### src/rtl/eight_bit_restoring_divider.sv
// eight_bit_restoring_divider
//   Multi-cycle unsigned restoring divider with valid/ready handshakes on
//   both the operand and result sides. One quotient bit is produced per
//   clock, MSB first, so a division takes WIDTH cycles in BUSY.
//
// Ports
//   clk        : clock, all state updates on the rising edge
//   rst_n      : asynchronous active-low reset
//   in_valid   : dividend/divisor presented
//   in_ready   : high only in IDLE, block can accept an operand pair
//   dividend   : unsigned numerator
//   divisor    : unsigned denominator
//   out_valid  : high only in DONE, result available
//   out_ready  : consumer takes the result
//   quotient   : floor(dividend / divisor), 8'hFF when divisor is zero
//   remainder  : dividend mod divisor, dividend when divisor is zero
//   div_zero   : divisor was zero (meaningful only with out_valid)
//
// Build option
//   DIV_ZERO_DETECT_EN : when defined, a zero divisor skips BUSY and the
//   result is presented right after the accepting edge with div_zero=1.
//   When undefined, div_zero is tied low and a zero divisor runs through
//   the normal iterative path, which naturally yields 8'hFF / dividend.

module eight_bit_restoring_divider #(
  parameter int WIDTH = 8
) (
  input  logic             clk,
  input  logic             rst_n,
  input  logic             in_valid,
  output logic             in_ready,
  input  logic [WIDTH-1:0] dividend,
  input  logic [WIDTH-1:0] divisor,
  output logic             out_valid,
  input  logic             out_ready,
  output logic [WIDTH-1:0] quotient,
  output logic [WIDTH-1:0] remainder,
  output logic             div_zero
);

  localparam int CNT_W = $clog2(WIDTH) + 1;

  typedef enum logic [1:0] {
    IDLE,
    BUSY,
    DONE
  } state_t;

  state_t             state;
  logic [WIDTH-1:0]   dvnd;
  logic [WIDTH-1:0]   dvsr;
  logic [CNT_W-1:0]   count;
  logic [WIDTH:0]     trial;
  logic [WIDTH:0]     diff;
  logic               q_bit;

  // One restoring step: bring in the next dividend bit, trial-subtract the
  // divisor in WIDTH+1 bits, and keep the difference only when it did not
  // go negative (borrow bit clear).
  always_comb begin
    trial = {remainder, dvnd[WIDTH-1]};
    diff  = trial - {1'b0, dvsr};
    q_bit = ~diff[WIDTH];
  end

  // Control FSM and datapath registers. The remainder output register
  // doubles as the partial remainder and the quotient output register
  // shifts in one bit per step, so both are final when DONE is entered
  // and stay untouched until the result is consumed.
  always_ff @(posedge clk or negedge rst_n) begin
    if (!rst_n) begin
      state     <= IDLE;
      dvnd      <= '0;
      dvsr      <= '0;
      count     <= '0;
      quotient  <= '0;
      remainder <= '0;
      in_ready  <= 1'b1;
      out_valid <= 1'b0;
    end else begin
      case (state)
        IDLE: begin
          if (in_valid && in_ready) begin
            dvnd      <= dividend;
            dvsr      <= divisor;
            remainder <= '0;
            quotient  <= '0;
            count     <= '0;
            in_ready  <= 1'b0;
            state     <= BUSY;
`ifdef DIV_ZERO_DETECT_EN
            // Zero divisor: present the natural restoring result at once.
            if (divisor == '0) begin
              quotient  <= '1;
              remainder <= dividend;
              out_valid <= 1'b1;
              state     <= DONE;
            end
`endif
          end
        end

        BUSY: begin
          dvnd      <= dvnd << 1;
          quotient  <= {quotient[WIDTH-2:0], q_bit};
          remainder <= q_bit ? diff[WIDTH-1:0] : trial[WIDTH-1:0];
          count     <= count + CNT_W'(1);
          if (count == CNT_W'(WIDTH - 1)) begin
            out_valid <= 1'b1;
            state     <= DONE;
          end
        end

        DONE: begin
          if (out_valid && out_ready) begin
            out_valid <= 1'b0;
            in_ready  <= 1'b1;
            state     <= IDLE;
          end
        end

        default: begin
          state     <= IDLE;
          in_ready  <= 1'b1;
          out_valid <= 1'b0;
        end
      endcase
    end
  end

`ifdef DIV_ZERO_DETECT_EN
  // Zero-divisor flag, captured at acceptance and held through DONE.
  always_ff @(posedge clk or negedge rst_n) begin
    if (!rst_n) begin
      div_zero <= 1'b0;
    end else if (state == IDLE && in_valid && in_ready) begin
      div_zero <= (divisor == '0);
    end
  end
`else
  assign div_zero = 1'b0;
`endif

endmodule
### config.mk
export PLATFORM = sky130hd
export DESIGN_NAME = eight_bit_restoring_divider
export DESIGN_NICKNAME = d
export VERILOG_FILES = /design/src/rtl/eight_bit_restoring_divider.sv
export SDC_FILE = /design/constraint.sdc
export NUM_CORES = 1
export LEC_CHECK = 0
export BUFFER_PORTS_ARGS = -buffer_cell sky130_fd_sc_hd__buf_2
export CAP_MARGIN = 20
export CORE_ASPECT_RATIO = 0.75
export CORE_MARGIN = 2
export CORE_UTILIZATION = 35
export CTS_CLUSTER_SIZE = 8
export DETAILED_ROUTE_END_ITERATION = 8
export PLACE_DENSITY_LB_ADDON = 0.15
export SLEW_MARGIN = 20
export SYNTH_ARGS = -nofsm -noshare
export SYNTH_HDL_FRONTEND = slang
export SYNTH_SLANG_ARGS = --single-unit
### constraint.sdc
create_clock -name clk -period 2.9 [get_ports clk]
set_input_delay 0.29 -clock clk [delete_from_list [all_inputs] [get_ports clk]]
set_output_delay 0.29 -clock clk [all_outputs]
set_load 0.03 [all_outputs]
## Word level (Yosys, flattened, before mapping)

Index checks and enable logic that the tools add are counted.

- Register bits after elaboration: 40
- Input bits: 20
- Output and inout port bits: 19

- $add $sub $neg: 2
- Equal/unequal tests: 6
- Muxes and demuxes: 18
- Bitwise logic cells: 3
- Reduce and logical (&&, ||, !) cells: 9

Operators with widths:

| kind | number |
|---|---|
| $pmux 8 s2 | 3 |
| $mux 8 | 3 |
| $reduce_and 3->1 | 3 |
| $sub 9x8->9 | 1 |
| $pmux 4 s2 | 1 |
| $mux 2 | 3 |
| $ne 2x2->1 const B | 3 |
| $pmux 1 s3 | 2 |
| $pmux 2 s3 | 1 |
| $add 4x1->4 const B | 1 |
| $eq 4x3->1 const B | 1 |
| $mux 1 | 4 |
| $mux 4 | 1 |
| $reduce_and 2->1 | 2 |
| $not 1->1 | 3 |
| $eq 2x1->1 const B | 1 |
| $eq 2x2->1 const B | 1 |
| $logic_and 1x1->1 | 2 |
| $logic_not 2->1 | 1 |
| $reduce_bool 2->1 | 1 |

## Depth between registers and ports, before layout

Gate-level depths: netlist (run 1).

- Depth after elaboration: 3
- Mapped depth: 10

## Worst setup path before layout (run 1)

Ideal clock, no wire load.

- Path type: reg2reg
- Start: register remainder[0]
- End: register remainder[0]
- Library setup time: 0.084 ns
- Data arrival time: 2.685 ns
- Required time: 2.816 ns
- Slack: 0.131 ns
- Stages on the path, launching flop included: 8
- Path buffers: 0
- Period minus slack after synthesis: 2.769 ns
- Cells stage by stage: dfrtp_1 > fa_1 > a211oi_2 > nor3_2 > mux2i_1 > a2111oi_4 > mux2_4 > o22ai_1

- Longest elaborated chain between the ends: 3

RTL lines:

| element | line | RTL |
|---|---|---|
| from (decl) | 37 | `output logic [WIDTH-1:0] remainder,` |
| from (signal assigned) | 106 | `remainder <= q_bit ? diff[WIDTH-1:0] : trial[WIDTH-1:0];` |
| $sub 9x8->9 | 62 | `diff = trial - {1'b0, dvsr};` |
| $mux 8 | 106 |  |
| $pmux 8 s2 | 81 | `case (state)` |

No other way between the ends.
A chain may end at the register's enable or synchronous reset.

## Worst setup path after layout (run 1)

- Start: register dvnd[7]
- End: register remainder[0]

- Longest elaborated chain between the ends: 3

RTL lines:

| element | line | RTL |
|---|---|---|
| from (decl) | 50 | `logic [WIDTH-1:0] dvnd;` |
| from (signal assigned) | 84 | `dvnd <= dividend;` |
| from (signal assigned) | 104 | `dvnd <= dvnd << 1;` |
| $sub 9x8->9 | 62 |  |
| $mux 8 * | 106 |  |
| $pmux 8 s2 * | 81 |  |

Mark *: on every way between the ends. The rest lies on a longest branch, timed or not.

==> out/results.txt, run 1 <==
Vias in the first global route: 1636
Outcome: finished, final reports clean
Synth top cells by count: nand2_1 (50), dfrtp_1 (39), o21ai_0 (33), inv_1 (13), mux2i_1 (13)
Leakage power: 1.17 nW
Slew headroom: 38.6%
Worst skew pair latency: 0.29 ns
Total Wirelength: 4520 µm
Clock transition at path regs: 0.08 ns
Setup slack, reg-to-reg: 0.23 ns
# Post-CTS Setup Buffers: 0
Antenna Cells: 0
Clock skew: 0.00381 ns
Nets: 290
FILL cells: 584
Crit end category: flip-flop
DRT Pass-1 Iters: 4
Count leader, synth: nand2_1
Final setup vio count: 0
Wirelength per Cell: 13.3 µm
Largest net degree at the start of global routing: 42
Worst-Margin Slew: 0.922 ns
Row cnt: 24
Area of the multi-input gates: 1030 µm²
Max frequency: 375 MHz
Post-CTS Hold Buffers: 0
First DRT Iteration DRCs: 53
Setup crit start kind: flip-flop
Initial core utilization: 36.2%
Die Area: 6640 µm²
#FFs+latches synth: 40
Sequential share of the synthesized area: 47.7%
H-tree depth: 2
Via count: 1659
Hold slack: 0.129 ns
TNS Setup: 0 ns
Yosys warning total: 0
Final Hold Viols: 0
Die width: 93.5 µm
Sequential cell area: 1000 µm²
R2R cell count: 11
Worst EP arrival: 2.85 ns
Share of the synthesized area in the top cell type: 46.5%
Final period util: 92.0%
Critical Path End: remainder[0]
FF-to-FF Start: dvnd[7]
Global placement routability congestion: 0.780
CTS tree: yes
Critical R2R Capture: remainder[0]
Post-DRT Antenna Nets: 0
CP max FO: 10
Clock Path Buffers: 2
Distinct cell type count after synthesis: 40
Final std cells w/o fill: 339
Leading register cell type out of synthesis: dfrtp_1
Top Ports: 39
Fraction of registers with async set/reset: 100%
Placed instance count: 331
GRT Total Usage: 15.5%
Routed vias/inst: 4.89
Core Box Area: 5800 µm²
First-pass GRT wire length: 8090 µm
EDFF count, synth: 0
Net Count, Synth: 253
Area contributors post-synth: dfrtp_1 (46%), nand2_1 (8.9%), o21ai_0 (7.9%), mux2i_1 (6.2%), ha_1 (5.4%)
Unrepaired setup endpoints after global routing: false
Slew Limit Fails: 0
Required time of the critical path: 3.08 ns
Post-CTS resize count: 0
Clock root buffer master: clkbuf_8
Worst setup startpoint: dvnd[7]
PD cells: 1220 nW/µm²
Min-delay worst type: in2async
Mean area per synthesized cell: 9.42 µm²
CP Class: reg2reg
Maximum vdd drop: 494 µV
Dpl hpwl: 3100 µm
Cells after synthesis: 223
Port-buffer cells: 37
Total CTS buffers: 5
Fraction of layout cells with a size suffix above 1: 22.2%
Initial antenna violation count: 0
Grt total ovfl: 0
Syn-to-layout area delta: 19.4%
Max-cap violations: 0
Chip Height: 71.1 µm
CTS sink cnt: 40
Mapped cell area: 2100 µm²
Final min period: 2.67 ns
DRC Markers: 0
Synth area leader: dfrtp_1
-- registers in the layout, indices dropped and copies added (netlist names) --
name,count
in_ready,1
quotient,8
dvnd,8
count,4
out_valid,1
state,2
dvsr,8
remainder,8
-- layout make-up --
type / instances / share of cell area, %
Timing Repair Buffer: 40 / 9.28
Clock inverter: 2 / 0.399
Tap cell: 78 / 3.89
Inverter: 13 / 1.95
Clock buffer: 6 / 3.29
Sequential cell: 40 / 40.0
Multi-Input combinational cell: 160 / 41.2
-- worst min path at each step --
stage | start | end | slack (ns) | cells past startpoint
after floorplan | rst_n | count[0] | -0.006 | 0
after global placement | rst_n | dvsr[7] | 0.47 | 1
after detailed placement | count[3] | count[3] | 0.48 | 1
after CTS | rst_n | dvsr[7] | 0.17 | 1
after global routing | rst_n | dvsr[6] | 0.21 | 1
final | rst_n | dvsr[6] | 0.13 | 1
-- through the flow --
| step | setup WS, ns | util [%] | instance area [µm²] | total power, mW |
|---|---|---|---|---|
| 6_report | 0.233 | 43.3 | 2510 | 3.07 |
| 3_5_place_dp | 0.102 | 41.5 | 2400 | 2.67 |
| 4_1_cts | 0.0767 | 43.1 | 2500 | 3.08 |
| 5_1_grt | 0.0468 | 43.3 | 2510 | 3.36 |
| 2_1_floorplan | 0.131 | - | 2100 | 2.20 |
| 3_3_place_gp | 0.184 | 41.5 | 2400 | 2.68 |
-- layer usage --
metal  routed length [µm]  share of wire, %  GRT usage (%)
met5                    0                 0              0
met4                   31              0.69           3.92
met3                  215               4.8           3.62
met2                 1790                40           21.0
met1                 2480                55           24.5
-- cell usage in the layout, fill, tap and decap left out, types with 2 or more instances in the layout --
| cell type | instances |
|---|---|
| nand2_1 | 50 |
| dfrtp_1 | 39 |
| buf_2 | 37 |
| o21ai_0 | 33 |
| inv_1 | 13 |
| mux2i_1 | 13 |
| a21oi_1 | 9 |
| ha_1 | 9 |
| nor2_1 | 6 |
| clkbuf_8 | 6 |
| o22ai_1 | 5 |
| o21bai_1 | 3 |
| nand3_1 | 2 |
| a31oi_1 | 2 |
| xnor2_1 | 2 |
| o21ai_1 | 2 |
| xor2_1 | 2 |
| clkinv_2 | 2 |
| buf_12 | 2 |
-- power by group --
part / leakage, nW / switching (mW) / total, mW / internal [mW]
sequential: 0.510 / 0.169 / 0.938 / 0.769
combinational: 0.609 / 1.01 / 1.75 / 0.742
clock: 0.0510 / 0.192 / 0.382 / 0.190
-- worst max-delay path, cell delays in order (launching register included) --
cell	delay, ns
dfrtp_1	0.36
inv_1	0.09
ha_1	0.15
inv_1	0.06
fa_2	0.38
a211oi_4	0.27
nor3_2	0.08
mux2i_1	0.16
a2111oi_4	0.39
buf_12	0.19
mux2_4	0.29
o22ai_1	0.14
-- kinds of logic (layout without fill, tap and decap cells) --
logic type | Yosys count | in the layout | synth area share, %
AO/OA/AOI/OAI | 66 | 66 | 19.7
XOR/XNOR | 4 | 4 | 1.67
adder cells (fa/ha/maj) | 10 | 10 | 6.31
buffers and inverters | 23 | 61 | 4.29
flip-flops | 40 | 40 | 47.7
multiplexers | 15 | 15 | 7.44
other | 1 | 1 | 0.179
AND/OR/NAND/NOR | 64 | 64 | 12.7
No activity file was read; power rests on OpenSTA's default activity.
==> run 2, diff against run 1 <==
RECOVER_POWER = 25   (was not set)
==> run 2 against run 1 <==
Net effect:
- the flow now finishes with violations (max-capacitance violations, max-slew violations)
- sequential cell count stayed put
- clock skew did not move
- sequential power barely moved
- critical path type unchanged
==> out/results.txt, run 2 (synthesis results as in run 1) <==
Final period util: 92.0% (unchanged)
Family with the most delay on the worst path: compound AO/OA/AOI/OAI gates
TNS Setup: 0 ns (unchanged)
Failing checks: max-capacitance violations, max-slew violations
Worst Path Buf+Inv: 3 (unchanged)
CP most frequent cell: inv_1
Max frequency: 375 MHz (unchanged)
Initial antenna violation count: 0 (unchanged)
DRC Markers: 0 (unchanged)
Worst-Margin Slew: 2.21 ns (+1.29 ns)
Dpl hpwl: 3100 µm (unchanged)
Initial core utilization: 36.2% (unchanged)
DRT Pass-1 Iters: 4 (unchanged)
Grt total ovfl: 0 (unchanged)
Slew headroom: -47.5% (-86 points)
Via count: 1659 (unchanged)
First-pass GRT wire length: 8090 µm (unchanged)
CTS sink cnt: 40 (unchanged)
Total Wirelength: 4520 µm (about the same)
Maximum vdd drop: 494 µV (about the same)
Routed vias/inst: 4.89 (unchanged)
Max-cap violations: 1 (+1)
Slew Limit Fails: 41 (+41)
PD cells: 1220 nW/µm² (about the same)
Post-DRT Antenna Nets: 0 (unchanged)
Worst path cell trace: inv_1 > ha_1 > inv_1 > fa_2 > a211oi_4 > nor3_2 > mux2i_1 > a2111oi_4 > buf_12 > mux2_4 > o22ai_1
Syn-to-layout area delta: 19.3% (about the same)
Chip Height: 71.1 µm (unchanged)
Port-buffer cells: 37 (unchanged)
Slowest cell delay on critical path: 0.39 ns (about the same)
Final std cells w/o fill: 339 (unchanged)
Final setup vio count: 0 (unchanged)
Final core utilization: 43.2% (about the same)
Post-CTS Hold Buffers: 0 (unchanged)
Outcome: finished, violations left
Top Ports: 39 (unchanged)
Largest net degree at the start of global routing: 42 (unchanged)
Wirelength per Cell: 13.3 µm (about the same)
Leakage power: 1.17 nW (-0.24%)
CP Class: reg2reg
Core Box Area: 5800 µm² (unchanged)
Required time of the critical path: 3.08 ns (about the same)
Min-delay worst type: in2reg
Row cnt: 24 (unchanged)
Nets: 290 (unchanged)
Final min period: 2.67 ns (unchanged)
Clock skew: 0.00381 ns (unchanged)
First DRT Iteration DRCs: 53 (unchanged)
Clock Path Buffers: 2 (unchanged)
H-tree depth: 2 (unchanged)
Clock root buffer master: clkbuf_8
Crit end category: flip-flop
CTS tree: yes
Antenna Cells: 0 (unchanged)
Worst EP arrival: 2.85 ns (about the same)
Final Hold Viols: 0 (unchanged)
Global placement routability congestion: 0.780 (unchanged)
Vias in the first global route: 1636 (unchanged)
Total CTS buffers: 5 (unchanged)
Die width: 93.5 µm (unchanged)
Placed instance count: 331 (unchanged)
Die Area: 6640 µm² (unchanged)
# Post-CTS Setup Buffers: 0 (unchanged)
Worst skew pair latency: 0.29 ns (about the same)
Commonest non-fill, non-tap cell in the layout: nand2_1
GRT Total Usage: 15.5% (unchanged)
Clock transition at path regs: 0.08 ns (about the same)
CP max FO: 10 (unchanged)
Slowest-stage cell, CP: a2111oi_4
Commonest cells after routing, fill and taps aside: nand2_1 (50), dfrtp_1 (39), buf_2 (36)
Unrepaired setup endpoints after global routing: false
Fraction of layout cells with a size suffix above 1: 21.8% (-0.38 points)
Setup crit start kind: flip-flop
-- run 2: routing by layer --
| layer | wire (µm) | up-vias | global-route usage [%] |
|---|---|---|---|
| met5 | 0 | - | 0 |
| met3 | 220 | 4 | 3.62 |
| met2 | 1790 | 36 | 21.0 |
| met1 | 2480 | 776 | 24.5 |
| met4 | 31 | 0 | 3.92 |
| li1 | - | 843 | - |
-- run 2: repair_timing --
item	4_1_cts	5_1_grt
endpoints found under the setup margin	0	4
endpoints found under the hold margin	0	0
resized for setup	0	2
-- run 2: area by class of cell --
cell class / instances / area, µm²
well taps: 78 / 97.6
inverters: 13 / 48.8
clock buffers: 6 / 82.6
repair buffers: 40 / 231
fillers: 584 / 3290
multi-input cells: 160 / 1030
flip-flops and latches: 40 / 1000
clock inverters: 2 / 10.0
-- run 2: power breakdown --
part	switching (mW)	internal (mW)	leakage, nW
registers	0.169	0.769	0.510
clock network	0.192	0.190	0.0510
logic	1.01	0.742	0.606
-- run 2: per-stage QoR --
step           cell area, µm²  setup WS, ns  hold WS [ns]  total power [mW]
2_1_floorplan            2100         0.131      -0.00559              2.20
3_3_place_gp             2400         0.184         0.473              2.68
4_1_cts                  2500        0.0767         0.171              3.08
3_5_place_dp             2400         0.102         0.480              2.67
5_1_grt                  2510        0.0468         0.206              3.36
6_report                 2510         0.233         0.202              3.07
-- run 2: worst paths after layout --
| path | from | endpoint | slack (ns) | depth (start not counted) |
|---|---|---|---|---|
| max reg2reg | dvnd[7] | remainder[0] | 0.23 | 11 |
| max | dvnd[7] | remainder[0] | 0.23 | 11 |
| min in group asynchronous | rst_n | dvsr[6] | 0.64 | 1 |
| min reg2reg | dvnd[0] | dvnd[1] | 0.48 | 2 |
| max in group asynchronous | rst_n | dvsr[4] | 0.99 | 1 |
| min | divisor[6] | dvsr[6] | 0.20 | 3 |
-- run 2: worst register-to-register path, delay by kind of cell, from the launching register on --
| kind | cells | cell delay, ns |
|---|---|---|
| compound gates | 3 | 0.80 |
| mux | 2 | 0.46 |
| simple gates | 1 | 0.08 |
| flops | 1 | 0.36 |
| fa+ha+maj | 2 | 0.53 |
| buf+inv | 3 | 0.34 |
